File: config.mk
export PLATFORM = sky130hd
export DESIGN_NAME = servo_capture
export DESIGN_NICKNAME = d
export VERILOG_FILES = /design/src/rtl/servo_capture_pkg.sv /design/src/rtl/servo_capture_pwm_edge_sync.sv /design/src/rtl/servo_capture.sv
export SDC_FILE = /design/constraint.sdc
export NUM_CORES = 1
export LEC_CHECK = 0
export ABC_AREA = 0
export CAP_MARGIN = 30
export CORE_MARGIN = 5
export CORE_UTILIZATION = 29
export CTS_BUF_LIST = sky130_fd_sc_hd__clkbuf_4 sky130_fd_sc_hd__clkbuf_8
export CTS_CLUSTER_DIAMETER = 60
export DETAILED_ROUTE_END_ITERATION = 12
export PLACE_DENSITY_LB_ADDON = 0.12
export SETUP_SLACK_MARGIN = 0.02
export SLEW_MARGIN = 10
export SYNTH_ARGS = -nofsm -noshare
export SYNTH_HDL_FRONTEND = slang
export SYNTH_SLANG_ARGS = --single-unit
File: constraint.sdc
create_clock -name pclk -period 2.5 [get_ports pclk]
set_input_delay 0.5 -clock pclk [delete_from_list [all_inputs] [get_ports pclk]]
set_output_delay 0.5 -clock pclk [all_outputs]
set_load 0.02 [all_outputs]
File: src/rtl/servo_capture_pkg.sv
// rtl/servo_capture_pkg.sv - shared constants, state encoding and helpers for servo_capture
package servo_capture_pkg;

  localparam logic [7:0] ADDR_WIDTH  = 8'h00;
  localparam logic [7:0] ADDR_PERIOD = 8'h04;
  localparam logic [7:0] ADDR_STATUS = 8'h08;
  localparam logic [7:0] ADDR_COUNT  = 8'h0C;

  localparam int STATUS_VALID   = 0;
  localparam int STATUS_OVERRUN = 1;
  localparam int STATUS_TIMEOUT = 2;

  // Nominal servo frame; losing the signal for two frames counts as a timeout.
  localparam int unsigned SERVO_PERIOD    = 2000000;
  localparam int unsigned DEFAULT_TIMEOUT = 2 * SERVO_PERIOD;

  typedef enum logic [1:0] {
    CAP_IDLE = 2'd0,
    CAP_HIGH = 2'd1,
    CAP_LOW  = 2'd2
  } cap_state_t;

  function automatic logic [31:0] sat_inc(input logic [31:0] value, input logic [31:0] limit);
    return (value >= limit) ? limit : value + 32'd1;
  endfunction

endpackage

File: src/rtl/servo_capture_pwm_edge_sync.sv
// rtl/servo_capture_pwm_edge_sync.sv - pwm_in synchronizer with history flop and edge pulses
module servo_capture_pwm_edge_sync #(
  parameter int SYNC_STAGES = 2
) (
  input  logic pclk,
  input  logic reset,
  input  logic pwm_in,
  output logic level,
  output logic rise,
  output logic fall
);

  logic [SYNC_STAGES-1:0] sync_q;
  logic                   hist_q;

  always_ff @(posedge pclk) begin
    if (reset) begin
      sync_q <= '0;
      hist_q <= 1'b0;
    end else begin
      sync_q <= {sync_q[SYNC_STAGES-2:0], pwm_in};
      hist_q <= sync_q[SYNC_STAGES-1];
    end
  end

  assign level = sync_q[SYNC_STAGES-1];
  assign rise  = level & ~hist_q;
  assign fall  = ~level & hist_q;

endmodule

File: src/rtl/servo_capture.sv
// rtl/servo_capture.sv - measures high time and period of a servo PWM input, bus-readable
module servo_capture
  import servo_capture_pkg::*;
#(
  parameter int unsigned TIMEOUT     = DEFAULT_TIMEOUT,
  parameter int          SYNC_STAGES = 2
) (
  input  logic        pclk,
  input  logic        reset,
  input  logic        bus_write_en,
  input  logic        bus_read_en,
  input  logic        capture_en,
  input  logic [7:0]  bus_addr,
  input  logic [31:0] bus_write_data,
  input  logic        pwm_in,
  output logic [31:0] bus_read_data,
  output logic        sample_irq
);

  localparam logic [31:0] TIMEOUT_CNT = 32'(TIMEOUT);

  logic       sync_level;
  logic       rise;
  logic       fall;

  cap_state_t  state_q, state_d;
  logic [31:0] cnt_q, cnt_d;
  logic [31:0] high_cap_q, high_cap_d;
  logic [31:0] width_q, period_q;
  logic        valid_q, overrun_q, timeout_q;
  logic        capture, timeout_evt;
  logic        status_wr;
  logic [2:0]  status_clr;
  logic        unused_inputs;

  servo_capture_pwm_edge_sync #(
    .SYNC_STAGES(SYNC_STAGES)
  ) u_edge_sync (
    .pclk  (pclk),
    .reset (reset),
    .pwm_in(pwm_in),
    .level (sync_level),
    .rise  (rise),
    .fall  (fall)
  );

  always_ff @(posedge pclk) begin
    if (reset) begin
      state_q    <= CAP_IDLE;
      cnt_q      <= '0;
      high_cap_q <= '0;
    end else begin
      state_q    <= state_d;
      cnt_q      <= cnt_d;
      high_cap_q <= high_cap_d;
    end
  end

  // A rise in LOW always completes the sample, even on the cycle the counter hits TIMEOUT.
  always_comb begin
    state_d     = state_q;
    cnt_d       = cnt_q;
    high_cap_d  = high_cap_q;
    capture     = 1'b0;
    timeout_evt = 1'b0;
    case (state_q)
      CAP_IDLE: begin
        cnt_d = '0;
        if (rise) begin
          state_d = CAP_HIGH;
          cnt_d   = 32'd1;
        end
      end
      CAP_HIGH: begin
        cnt_d = sat_inc(cnt_q, TIMEOUT_CNT);
        if (fall) begin
          state_d    = CAP_LOW;
          high_cap_d = cnt_q;
        end else if (cnt_q == TIMEOUT_CNT) begin
          state_d     = CAP_IDLE;
          cnt_d       = '0;
          timeout_evt = 1'b1;
        end
      end
      CAP_LOW: begin
        cnt_d = sat_inc(cnt_q, TIMEOUT_CNT);
        if (rise) begin
          state_d = CAP_HIGH;
          cnt_d   = 32'd1;
          capture = 1'b1;
        end else if (cnt_q == TIMEOUT_CNT) begin
          state_d     = CAP_IDLE;
          cnt_d       = '0;
          timeout_evt = 1'b1;
        end
      end
      default: begin
        state_d = CAP_IDLE;
        cnt_d   = '0;
      end
    endcase
  end

  assign status_wr  = bus_write_en & capture_en & (bus_addr == ADDR_STATUS);
  assign status_clr = status_wr ? bus_write_data[2:0] : 3'b000;

  // Set terms are OR-ed after the clear so a same-cycle event survives a W1C.
  always_ff @(posedge pclk) begin
    if (reset) begin
      width_q   <= '0;
      period_q  <= '0;
      valid_q   <= 1'b0;
      overrun_q <= 1'b0;
      timeout_q <= 1'b0;
    end else begin
      if (capture) begin
        width_q  <= high_cap_q;
        period_q <= cnt_q;
      end
      valid_q   <= (valid_q   & ~status_clr[STATUS_VALID])   | capture;
      overrun_q <= (overrun_q & ~status_clr[STATUS_OVERRUN]) | (capture & valid_q);
      timeout_q <= (timeout_q & ~status_clr[STATUS_TIMEOUT]) | timeout_evt;
    end
  end

  always_comb begin
    bus_read_data = '0;
    if (bus_read_en && capture_en) begin
      case (bus_addr)
        ADDR_WIDTH:  bus_read_data = width_q;
        ADDR_PERIOD: bus_read_data = period_q;
        ADDR_STATUS: bus_read_data = {29'd0, timeout_q, overrun_q, valid_q};
        ADDR_COUNT:  bus_read_data = cnt_q;
        default:     bus_read_data = '0;
      endcase
    end
  end

  assign sample_irq = valid_q;

  assign unused_inputs = ^{bus_write_data[31:3], sync_level};

endmodule

==> reports/results.tsv, run 1 <==
metric	value	unit
Root Buffer	clkbuf_8	
GRT overflow	0	
Static Leak	0.00260	uW
Cell Pwr Density	601	nW/um2
Switching Share	0.218	
final max-slew violation count	0	
Async SR Flop Fraction	0	
Hold Startpoint	high_cap_q[2]$_SDFFE_PP0P_	
number of port buffers	49	
1st-iter DRT viols	214	
Die ar.	23100	um2
arrival time of the worst setup path	1970	ps
first-pass GRT wire length	26400	um
synthesized flop and latch total	136	
Clk Latency, worst-skew pair	460	ps
Rows	52	
R2R depth	5	
vias in the first global route	4885	
clock share of power	0.475	
RSZ-0062 raised after global routing	true	
Die Ht	152	um
critical path class	in -> out	
Die X-Extent	152	um
CP endpoint kind	output port	
Distinct cells, synth	47	
endpoint of the worst register-to-register path	timeout_q$_SDFF_PP0_	
cells after synthesis	747	
Sequential Power Share	0.486	
worst reg2reg setup slack	460	ps
Detail Placement HPWL	10200	um
antenna-violating nets left	0	
DR WL/cell	14.8	um
worst min-delay path class	reg -> reg	
Nets	847	
Worst-Margin Slew	545	ps
CP Max Fanout	9	
CTS max path bufs	2	
Synth Area in Simple Gates	0.244	
max-cap violations	0	
clk sinks	136	
Syn Area/Cell	7.83	um2
H-tree Lvls	4	
Net Sw Power	987	uW
yosys warns	0	
Worst Path Required	2000	ps
ys flop type	dfxtp_1	
period utilisation layout	0.987	
I/O pin count	79	
Vias per Instance	4.66	
sequential area share after synthesis	0.466	
antenna diode count	0	
total routed wirelength	15900	um
initial antenna violation count	0	
core footprint	20000	um2
Peak Freq	405	MHz
Reg clk slew, reported paths	80	ps
area grow syn2layout	29.1	%
worst r2r src	cnt_q[27]$_SDFF_PP0_	
Post-Synth XOR/XNOR Area	0.0300	
Compound-Gate Fraction of Synth Area	0.137	
VDD IR max	294	uV
largest family of logic cells by synthesized area	simple AND/OR/NAND/NOR gates	
DRC	0	
Post-Synth Adder-Cell Area	0.0128	
Post-Place Setup Slack	-917	ps
mapped cell area	5850	um2
Hold Vio Cnt, Final	0	
GRT Total Usage	0.142	
internal power	3550	uW
largest net degree at the start of global routing	106	
Final Setup Violations	0	
Clock Skew	15.4	ps
mux cell area share after synthesis	0.0612	
Initial Util	0.292	
worst relative slew slack	0.637	
clock tree from TritonCTS	yes	
Post-synth EDFFs	0	
Logic pwr share	0.039	
total CTS buffers	17	
Fin Setup TNS	0	ps
status	completed	
setup ws final	32.7	ps
hold-critical path depth	2	
layout cells sized above 1	0.188	
via count	5020	
drt first pass iters	5	
min Tclk post-route	2470	ps
Hold Path End	width_q[2]$_SDFFE_PP0P_	
routability cong.	0.740	
crit start category	input port	
Yosys cell counts, types with 2 or more instances:
| master | instances | share of area |
|---|---|---|
| a21oi_1 | 140 | 0.12 |
| and2_1 | 3 | 0.0032 |
| and3_1 | 8 | 0.0086 |
| and4_1 | 4 | 0.0060 |
| buf_1 | 5 | 0.0032 |
| buf_2 | 11 | 0.0094 |
| clkbuf_1 | 42 | 0.027 |
| dfxtp_1 | 136 | 0.47 |
| ha_1 | 6 | 0.013 |
| inv_1 | 8 | 0.0051 |
| mux2i_1 | 29 | 0.050 |
| mux4_2 | 3 | 0.012 |
| nand2_1 | 202 | 0.13 |
| nand2b_1 | 2 | 0.0021 |
| nand3_1 | 10 | 0.0086 |
| nand4_1 | 6 | 0.0064 |
| nand4b_1 | 2 | 0.0030 |
| nor2_1 | 74 | 0.048 |
| nor2b_1 | 4 | 0.0043 |
| nor4_1 | 3 | 0.0032 |
| o21ai_0 | 5 | 0.0043 |
| xnor2_1 | 3 | 0.0045 |
| xor2_1 | 17 | 0.025 |
how the worst max path moves through the flow:
stage | startpoint | to | slack (ps)
after floorplan | bus_addr[4] | bus_read_data[21] | -20
after global placement | capture_en | bus_read_data[11] | -890
after detailed placement | capture_en | bus_read_data[25] | -920
after CTS | bus_addr[4] | bus_read_data[7] | -140
after global routing | bus_addr[6] | bus_read_data[22] | -40
final | bus_addr[6] | bus_read_data[22] | 30
final cells by class:
cell class / count / area, um2
Multi-Input combinational cell: 551 / 3130
Inverter: 8 / 30.0
Clock inverter: 11 / 191
Sequential cell: 136 / 2720
Timing Repair Buffer: 81 / 846
Tap cell: 270 / 338
Clock buffer: 21 / 289
Fill cell: 2147 / 12500
sequential cells by signal (all words and copies together) (netlist names), 2 cells and up:
signal	cells
state_q	2
cnt_q	32
width_q	32
period_q	32
high_cap_q	32
u_edge_sync.sync_q	2
cell families after synthesis:
kind of cell / after synthesis
multiplexers: 32
flip-flops: 136
AO/OA/AOI/OAI: 152
adder cells (fa/ha/maj): 6
AND/OR/NAND/NOR: 331
buffers and inverters: 69
other: 1
XOR/XNOR: 20
critical path, stage by stage:
cell     delay, ps
buf_6           90
or4b_4         560
nor4_4         230
nand2_4        140
buf_6          210
nor2_4         120
buf_6          120
power groups by stage:
stage                     combinational, uW  clock, uW  sequential [uW]
final                                   177       2150             2200
after global routing                    192       2320             2200
after CTS                               175       2220             2200
after detailed placement                171          0             2250
after global placement                  171          0             2250
after floorplan                        93.4          0             2240
repair_timing:
item / CTS / global route
pin swaps: 5 / 12
buffers inserted: 5 / 0
gates resized for setup: 221 / 62
setup endpoints to repair: 32 / 32
hold buffers: 0 / 0
gates cloned: 2 / 0
per-stage QoR:
stage               cells  power, uW  hold WS [ps]  area (um2)  utilization
detailed placement   1044       2420           443        6750        0.337
CTS                  1082       4600           425        7400        0.369
global placement     1044       2420           435        6750        0.337
floorplan             756       2340           414        5880            -
global route         1078       4720           441        7550        0.377
finish               1078       4530           444        7550        0.377
cell usage in the layout, fill, tap and decap left out, types with 11 or more instances in the layout:
cell / synthesis / final
a21oi_1: 140 / 138
buf_6: 1 / 34
nor2_4: 0 / 29
dfxtp_1: 136 / 136
buf_4: 1 / 23
nand2_1: 202 / 200
clkbuf_8: 0 / 21
xor2_1: 17 / 17
nor2_1: 74 / 44
clkdlybuf4s50_1: 0 / 11
mux2i_1: 29 / 29
per-layer routing:
| layer | track usage | up-vias | routed length (um) |
|---|---|---|---|
| met5 | 0 | - | 0 |
| met4 | 0.0467 | 0 | 193 |
| met3 | 0.0370 | 14 | 621 |
| met2 | 0.227 | 90 | 7560 |
| met1 | 0.187 | 2362 | 7570 |
| li1 | - | 2554 | - |
(Power assumes the default switching activity.)
==> run 2: changes to the inputs <==
--- a/config.mk
+++ b/config.mk
@@ -6,14 +6,13 @@
 export NUM_CORES = 1
 export LEC_CHECK = 0
 export ABC_AREA = 0
+export ABC_CLOCK_PERIOD_IN_PS = 2500
 export CAP_MARGIN = 30
 export CORE_MARGIN = 5
 export CORE_UTILIZATION = 29
 export CTS_BUF_LIST = sky130_fd_sc_hd__clkbuf_4 sky130_fd_sc_hd__clkbuf_8
-export CTS_CLUSTER_DIAMETER = 60
 export DETAILED_ROUTE_END_ITERATION = 12
 export PLACE_DENSITY_LB_ADDON = 0.12
-export SETUP_SLACK_MARGIN = 0.02
 export SLEW_MARGIN = 10
 export SYNTH_ARGS = -nofsm -noshare
 export SYNTH_HDL_FRONTEND = slang
==> results of run 2 <==
Same layout as run 1: the final DEF is identical, and so are final timing and power.
==> run 3: changes to the inputs <==
--- a/config.mk
+++ b/config.mk
@@ -12,7 +12,7 @@
 export CORE_UTILIZATION = 29
 export CTS_BUF_LIST = sky130_fd_sc_hd__clkbuf_4 sky130_fd_sc_hd__clkbuf_8
 export DETAILED_ROUTE_END_ITERATION = 12
-export PLACE_DENSITY_LB_ADDON = 0.12
+export PLACE_DENSITY = 0.49
 export SLEW_MARGIN = 10
 export SYNTH_ARGS = -nofsm -noshare
 export SYNTH_HDL_FRONTEND = slang
==> run 3 against run 2 <==
Effect of this change: sequential cell count is the same; sequential power about the same; die area did not move; critical path depth increased by 2; total power grew 0.47%; the run now ends with negative setup slack left; global-route usage shrank 0.43 points.
==> reports/results.tsv, run 3 (synthesis results as in run 1) <==
metric	value	unit
endpoint of the worst register-to-register path	timeout_q$_SDFF_PP0_	
Critical Path Start	bus_addr[4]	
number of port buffers	49	
Hold Path End	width_q[22]$_SDFFE_PP0P_	
RSZ-0062 raised after global routing	true	
worst reg2reg setup slack	460	ps
I/O pin count	79	
Die X-Extent	152	um
antenna diode count	0	
worst relative slew slack	0.646	
GRT Total Usage	0.138	
drt first pass iters	4	
total routed wirelength	15600	um
setup ws final	-58.9	ps
clock share of power	0.480	
Die Ht	152	um
Rows	52	
Nets	852	
most frequent cells in the layout	nand2_1 (200), a21oi_1 (140), dfxtp_1 (136)	
slowest CP cell	or4b_4	
Switching Share	0.216	
crit-path cells	buf_6, or4b_4, nor4_4, nand2_4, buf_12, buf_16, buf_12, nor2_4, buf_6	
1st-iter DRT viols	290	
layout cells sized above 1	0.176	
Net Sw Power	984	uW
Clk Latency, worst-skew pair	450	ps
CTS Hold Bufs	0	
clk sinks	136	
hold-critical path depth	2	
Hold Startpoint	high_cap_q[22]$_SDFFE_PP0P_	
antenna-violating nets left	0	
total CTS buffers	17	
routability cong.	0.758	
GRT overflow	0	
Peak Freq	391	MHz
fin util	0.373	
DR WL/cell	14.4	um
CP bufs+invs	5	
clock tree from TritonCTS	yes	
R2R depth	5	
largest net degree at the start of global routing	106	
Hold Vio Cnt, Final	0	
Sequential Power Share	0.483	
min Tclk post-route	2560	ps
Worst Path Required	2000	ps
status	finished with violations	
DRC	0	
vias in the first global route	4750	
critical path class	in -> out	
max-cap violations	0	
failing checks	negative setup slack	
Vias per Instance	4.50	
core footprint	20000	um2
Reg clk slew, reported paths	80	ps
Static Leak	0.00264	uW
Cell Pwr Density	609	nW/um2
area grow syn2layout	27.9	%
Initial Util	0.292	
Die ar.	23100	um2
Detail Placement HPWL	9750	um
Crit path max-delay family	simple AND/OR/NAND/NOR gates	
Root Buffer	clkbuf_8	
Logic pwr share	0.038	
final max-slew violation count	0	
internal power	3570	uW
period utilisation layout	1.02	
crit start category	input port	
initial antenna violation count	0	
arrival time of the worst setup path	2060	ps
first-pass GRT wire length	25800	um
worst min-delay path class	reg -> reg	
worst r2r src	cnt_q[31]$_SDFF_PP0_	
Worst-Margin Slew	532	ps
VDD IR max	313	uV
CP endpoint kind	output port	
leading cell type in the layout, fill and taps excluded	nand2_1	
H-tree Lvls	4	
Fin Setup TNS	-58.9	ps
CTS max path bufs	2	
CP Max Fanout	4	
Final Setup Violations	1	
via count	4876	
Clock Skew	8.32	ps
CP peak stage delay	540	ps
-- run 3: worst max path at each step --
stage                             end  slack [ps]  depth (start not counted)
CTS                 bus_read_data[15]         -80                          9
detailed placement   bus_read_data[6]        -780                          7
global placement    bus_read_data[21]        -730                          7
finish              bus_read_data[15]         -60                          9
floorplan           bus_read_data[21]         -20                          6
global route        bus_read_data[15]        -100                          9
-- run 3: layout make-up --
class	count	area, um2
fillers	2213	12600
repair buffers	86	878
clock buffers	19	255
clock inverters	13	225
well taps	270	338
flip-flops and latches	136	2720
inverters	8	30.0
multi-input cells	551	3030
-- run 3: tightest hold or removal path, stage by stage, from the launching register on --
cell and delay (ps):
dfxtp_1 310, nand2_1 50, a21oi_1 50
-- run 3: metrics by stage --
step	area, um2	setup slack [ps]	cells	power [uW]	hold slack, ps
2_1_floorplan	5880	-19.3	756	2340	414
3_3_place_gp	6740	-729	1045	2420	438
3_5_place_dp	6740	-775	1045	2420	443
4_1_cts	7340	-84.4	1082	4630	433
5_1_grt	7480	-99.8	1083	4750	456
6_report	7480	-58.9	1083	4560	443
-- run 3: power by group through the flow --
stage                     combinational (uW)  clock [uW]  sequential [uW]
final                                    172        2190             2200
after global routing                     187        2360             2200
after CTS                                173        2260             2200
after detailed placement                 170           0             2250
after global placement                   171           0             2250
after floorplan                         93.4           0             2240
-- run 3: routing by layer --
layer  share of wire  GRT usage  vias to the layer above  wire length, um
li1                -          -                     2570                -
met3           0.040     0.0347                       18              616
met5               0          0                        -                0
met1            0.50      0.190                     2219             7710
met2            0.45      0.213                       69             7020
met4           0.013     0.0420                        0              210
-- run 3: repair_timing --
item	in CTS	in global routing
pin swaps	4	7
hold endpoints to repair	0	0
gates resized for setup	184	40
endpoints found under the setup margin	32	23
cloned	3	0
buffers inserted	2	1
==> patch 1 (config.mk and constraints of run 3) <==
Register the output `bus_read_data`, with the module's reset; this adds one clock of latency there. The other outputs are not delayed to match.
--- a/src/rtl/servo_capture.sv
+++ b/src/rtl/servo_capture.sv
@@ -18,6 +18,8 @@
 );
 
   localparam logic [31:0] TIMEOUT_CNT = 32'(TIMEOUT);
+
+  logic [31:0] bus_read_data_d;
 
   logic       sync_level;
   logic       rise;
@@ -124,14 +126,14 @@
   end
 
   always_comb begin
-    bus_read_data = '0;
+    bus_read_data_d = '0;
     if (bus_read_en && capture_en) begin
       case (bus_addr)
-        ADDR_WIDTH:  bus_read_data = width_q;
-        ADDR_PERIOD: bus_read_data = period_q;
-        ADDR_STATUS: bus_read_data = {29'd0, timeout_q, overrun_q, valid_q};
-        ADDR_COUNT:  bus_read_data = cnt_q;
-        default:     bus_read_data = '0;
+        ADDR_WIDTH:  bus_read_data_d = width_q;
+        ADDR_PERIOD: bus_read_data_d = period_q;
+        ADDR_STATUS: bus_read_data_d = {29'd0, timeout_q, overrun_q, valid_q};
+        ADDR_COUNT:  bus_read_data_d = cnt_q;
+        default:     bus_read_data_d = '0;
       endcase
     end
   end
@@ -140,5 +142,13 @@
 
   assign unused_inputs = ^{bus_write_data[31:3], sync_level};
 
+  always_ff @(posedge pclk) begin
+    if (reset) begin
+      bus_read_data <= '0;
+    end else begin
+      bus_read_data <= bus_read_data_d;
+    end
+  end
+
 endmodule
 
Formal check against the unedited RTL: not equivalent (Yosys sat finds a counterexample within 4 cycles, from zero or initial values and one cycle with reset high).
==> patch 1 against run 3 <==
Combinational power down 11%; cell area grew 2.3%; first-iteration DRC count grew 5.9%; synthesized area up 11%; highest routed layer unchanged; routed wire length is 1.2% lower; largest cell class is now flip-flops and latches; non-clock buffer count fell by 18; sequential cell count up 32; utilization down 2.4 points; total power increased by 1.9%; setup slack better by 0.48 ns.
==> patch 1: results (changes against run 3) <==
* Power, Total at 4.64 mW (+1.9%)
* Crit Path Max Fanout at 8 (+4)
* Row cnt at 54 (+3.8%)
* ClkCell Share at 4.70% (-1.7 points)
* Finished Layout Cells at 1109 (+2.4%)
* Status: finished, final reports clean
* Sequential cell area at 3360 µm² (+24%)
* Reg-to-reg setup timing slack at 0.42 ns (-0.04 ns)
* WL met2 at 6.84 mm (-2.7%)
* Synth cell types at 45 (-4.3%)
* Flop pwr share at 58.4% (+10 points)
* Metal-1 WL at 7.81 mm (+1.4%)
* Met3 GRT Util at 3.37% (-0.10 points)
* All-Layer GR Usage at 12.3% (-1.4 points)
* Critical path type: flip-flop to flip-flop
* Non-clock buffer count at 68 (-21%)
* Worst Min Path Start: reset
* Initial drt markers at 307 (+5.9%)
* Critical Path AT at 2.46 ns (+0.40 ns)
* # fillers at 2342 (+5.8%)
* Worst slew margin at 59.3% (-5.3 points)
* Post-synth top cells: nand2_1 (202), dfxtp_1 (168), a21oi_1 (140)
* Clock Skew at 0.0132 ns (+0.00488 ns)
* Hold WS at 0.437 ns (-0.00623 ns)
* Mapped Avg Cell Area at 8.30 µm² (+6.1%)
* Max VDD drop at 0.000329 V (+5.0%)
* Pint at 3.50 mW (-2.1%)
* Hold path depth at 3 (+1)
-- patch 1: cell types whose count changed in the layout (fill, tap and decap cells not counted), moves of 16 or more --
cell | run 3 | this run
buf_4 | 36 | 17
clkdlybuf4s50_1 | 11 | 47
nor2_4 | 16 | 0
buf_6 | 18 | 0
nor2_1 | 54 | 74
dfxtp_1 | 136 | 168
-- patch 1: cell families after synthesis --
family / synth area share, %
compound gates: 12.3
xor+xnor: 2.70
fa+ha+maj: 1.16
buf+inv: 4.36
flops: 51.9
mux: 5.52
other cells: 0.0578
simple gates: 22.0
-- patch 1: critical path, cell delays in order (launching register included) --
cell and delay [ns]:
dfxtp_1 0.41, inv_1 0.13, ha_1 0.14, nor4bb_1 0.26, nand4_1 0.14, or3_4 0.44, or3_1 0.36, a21oi_1 0.14
==> patch 2 (settings of run 3) <==
Without the edit above. `SYNC_STAGES` is set to 2 in 2 places; all go to 4.
--- a/src/rtl/servo_capture_pwm_edge_sync.sv
+++ b/src/rtl/servo_capture_pwm_edge_sync.sv
@@ -1,6 +1,6 @@
 // rtl/servo_capture_pwm_edge_sync.sv - pwm_in synchronizer with history flop and edge pulses
 module servo_capture_pwm_edge_sync #(
-  parameter int SYNC_STAGES = 2
+  parameter int SYNC_STAGES = 4
 ) (
   input  logic pclk,
   input  logic reset,
--- a/src/rtl/servo_capture.sv
+++ b/src/rtl/servo_capture.sv
@@ -3,7 +3,7 @@
   import servo_capture_pkg::*;
 #(
   parameter int unsigned TIMEOUT     = DEFAULT_TIMEOUT,
-  parameter int          SYNC_STAGES = 2
+  parameter int          SYNC_STAGES = 4
 ) (
   input  logic        pclk,
   input  logic        reset,
Formal check against the unedited RTL: not equivalent (Yosys sat finds a counterexample within 4 cycles, from zero or initial values and one cycle with reset high).
==> patch 2 against run 3 <==
The flow still finishes with violations (setup timing); cell area up 1.2%; routed wire length grew 0.57%; sequential cell count increased by 2; total power shrank 8.1%; setup slack improved by 0.0098 ns; clock power decreased by 18%; sequential share of layout area rose by 0.11 points; via count is 5.3% higher; global-route usage decreased by 0.16 points; synthesized area rose by 2.8%; maximum frequency up 0.39%; critical endpoint is now bus_read_data[20]; largest cell class unchanged.
==> patch 2: results (changes against run 3) <==
* Source of the critical timing path: bus_addr[6]
* Number of instances in the placed design at 1070 (+2.4%)
* CTS Buf Count at 17 (unchanged)
* Met3 routed WL at 477 µm (-23%)
* Worst Min Path Start: u_edge_sync.sync_q[0]
* Failing checks: setup timing
* Routed len/inst at 14.1 µm (-1.6%)
* Vias in the first global route at 4965 (+4.5%)
* Synth area leaders: dfxtp_1 (46%), nand2_1 (12%), a21oi_1 (12%)
* Pleak at 2.67 nW (+1.1%)
* Mapped Cells at 760 (+1.7%)
* Metal-1 WL at 7.59 mm (-1.5%)
* Post-synth top cells: nand2_1 (199), a21oi_1 (140), dfxtp_1 (138)
* Placed wire-length estimate at 10.1 mm (+3.4%)
* Post-synthesis mux area share at 5.95% (-0.17 points)
* Post-place setup slack at -0.730 ns (+0.0447 ns)
* Status: complete, but fails checks
* Layout cells sized above 1 at 19.5% (+1.9 points)
* Post-synthesis sequential area ratio at 46.0% (-0.59 points)
* Actual slew at the worst max-slew pin at 0.564 ns (+0.0324 ns)
* Comb pwr at 0.166 mW (-3%)
* Met3 GRT Util at 3.09% (-0.38 points)
* H-tree lvl count at 4 (unchanged)
* Initial drt markers at 228 (-21%)
* RePlAce Congestion at 0.730 (-3.7%)
* Flop pwr share at 53.1% (+4.8 points)
* WL met2 at 7.31 mm (+4.1%)
* Clock Skew at 0.00988 ns (+0.00156 ns)
* Total Neg Setup Slack at -0.0491 ns (+0.00982 ns)
* Final setup violation count at 1 (unchanged)
* Worst Hold Path EP: u_edge_sync.sync_q[1]
* Compound-Gate Fraction of Synth Area at 13.1% (-0.60 points)
* Met1 Track Usage GR at 17.9% (-1.1 points)
* Max VDD drop at 0.000290 V (-7.4%)
* Final WS setup at -0.0491 ns (+0.00982 ns)
* XOR/XNOR share of the synthesized area at 2.91% (-0.081 points)
* All-Layer GR Usage at 13.6% (-0.16 points)
* DP Area at 7120 µm² (+5.7%)
* M2 GR Usage at 22.3% (+1.0 points)
* Fin nets at 876 (+2.8%)
* Via count at 5132 (+5.3%)
* Synth cell types at 49 (+4.3%)
* Crit-path slowest cell: or4b_4
* Largest net degree at the start of global routing at 108 (+1.9%)
* # fillers at 2189 (-1.1%)
* DR top layer: met4
* Vias/cell at 4.64 (+3.0%)
* Adder-cell share of the synthesized area at 1.25% (-0.035 points)
==> patch 2: metrics by stage <==
step	power (mW)	utilization, %	hold slack [ns]
after floorplan	2.36	-	0.414
after global placement	2.44	35.1	0.417
after detailed placement	2.44	35.1	0.427
after CTS	4.25	37.1	0.445
after global routing	4.37	37.3	0.460
final	4.19	37.3	0.439
==> patch 2: cell type report <==
cell class	instances	area (µm²)	area share [%]
clock buffers	20	263	3.47
repair buffers	99	928	12.3
inverters	9	33.8	0.447
flip-flops and latches	138	2760	36.5
well taps	270	338	4.47
multi-input cells	559	3110	41.1
clock inverters	12	125	1.65
==> patch 2: cells by family (layout without fill, tap and decap cells) <==
| family | count (synthesis) | after routing |
|---|---|---|
| compound gates | 152 | 152 |
| other cells | 1 | 10 |
| xor+xnor | 20 | 20 |
| buf+inv | 72 | 140 |
| flops | 138 | 138 |
| mux | 32 | 32 |
| fa+ha+maj | 6 | 6 |
| simple gates | 339 | 339 |
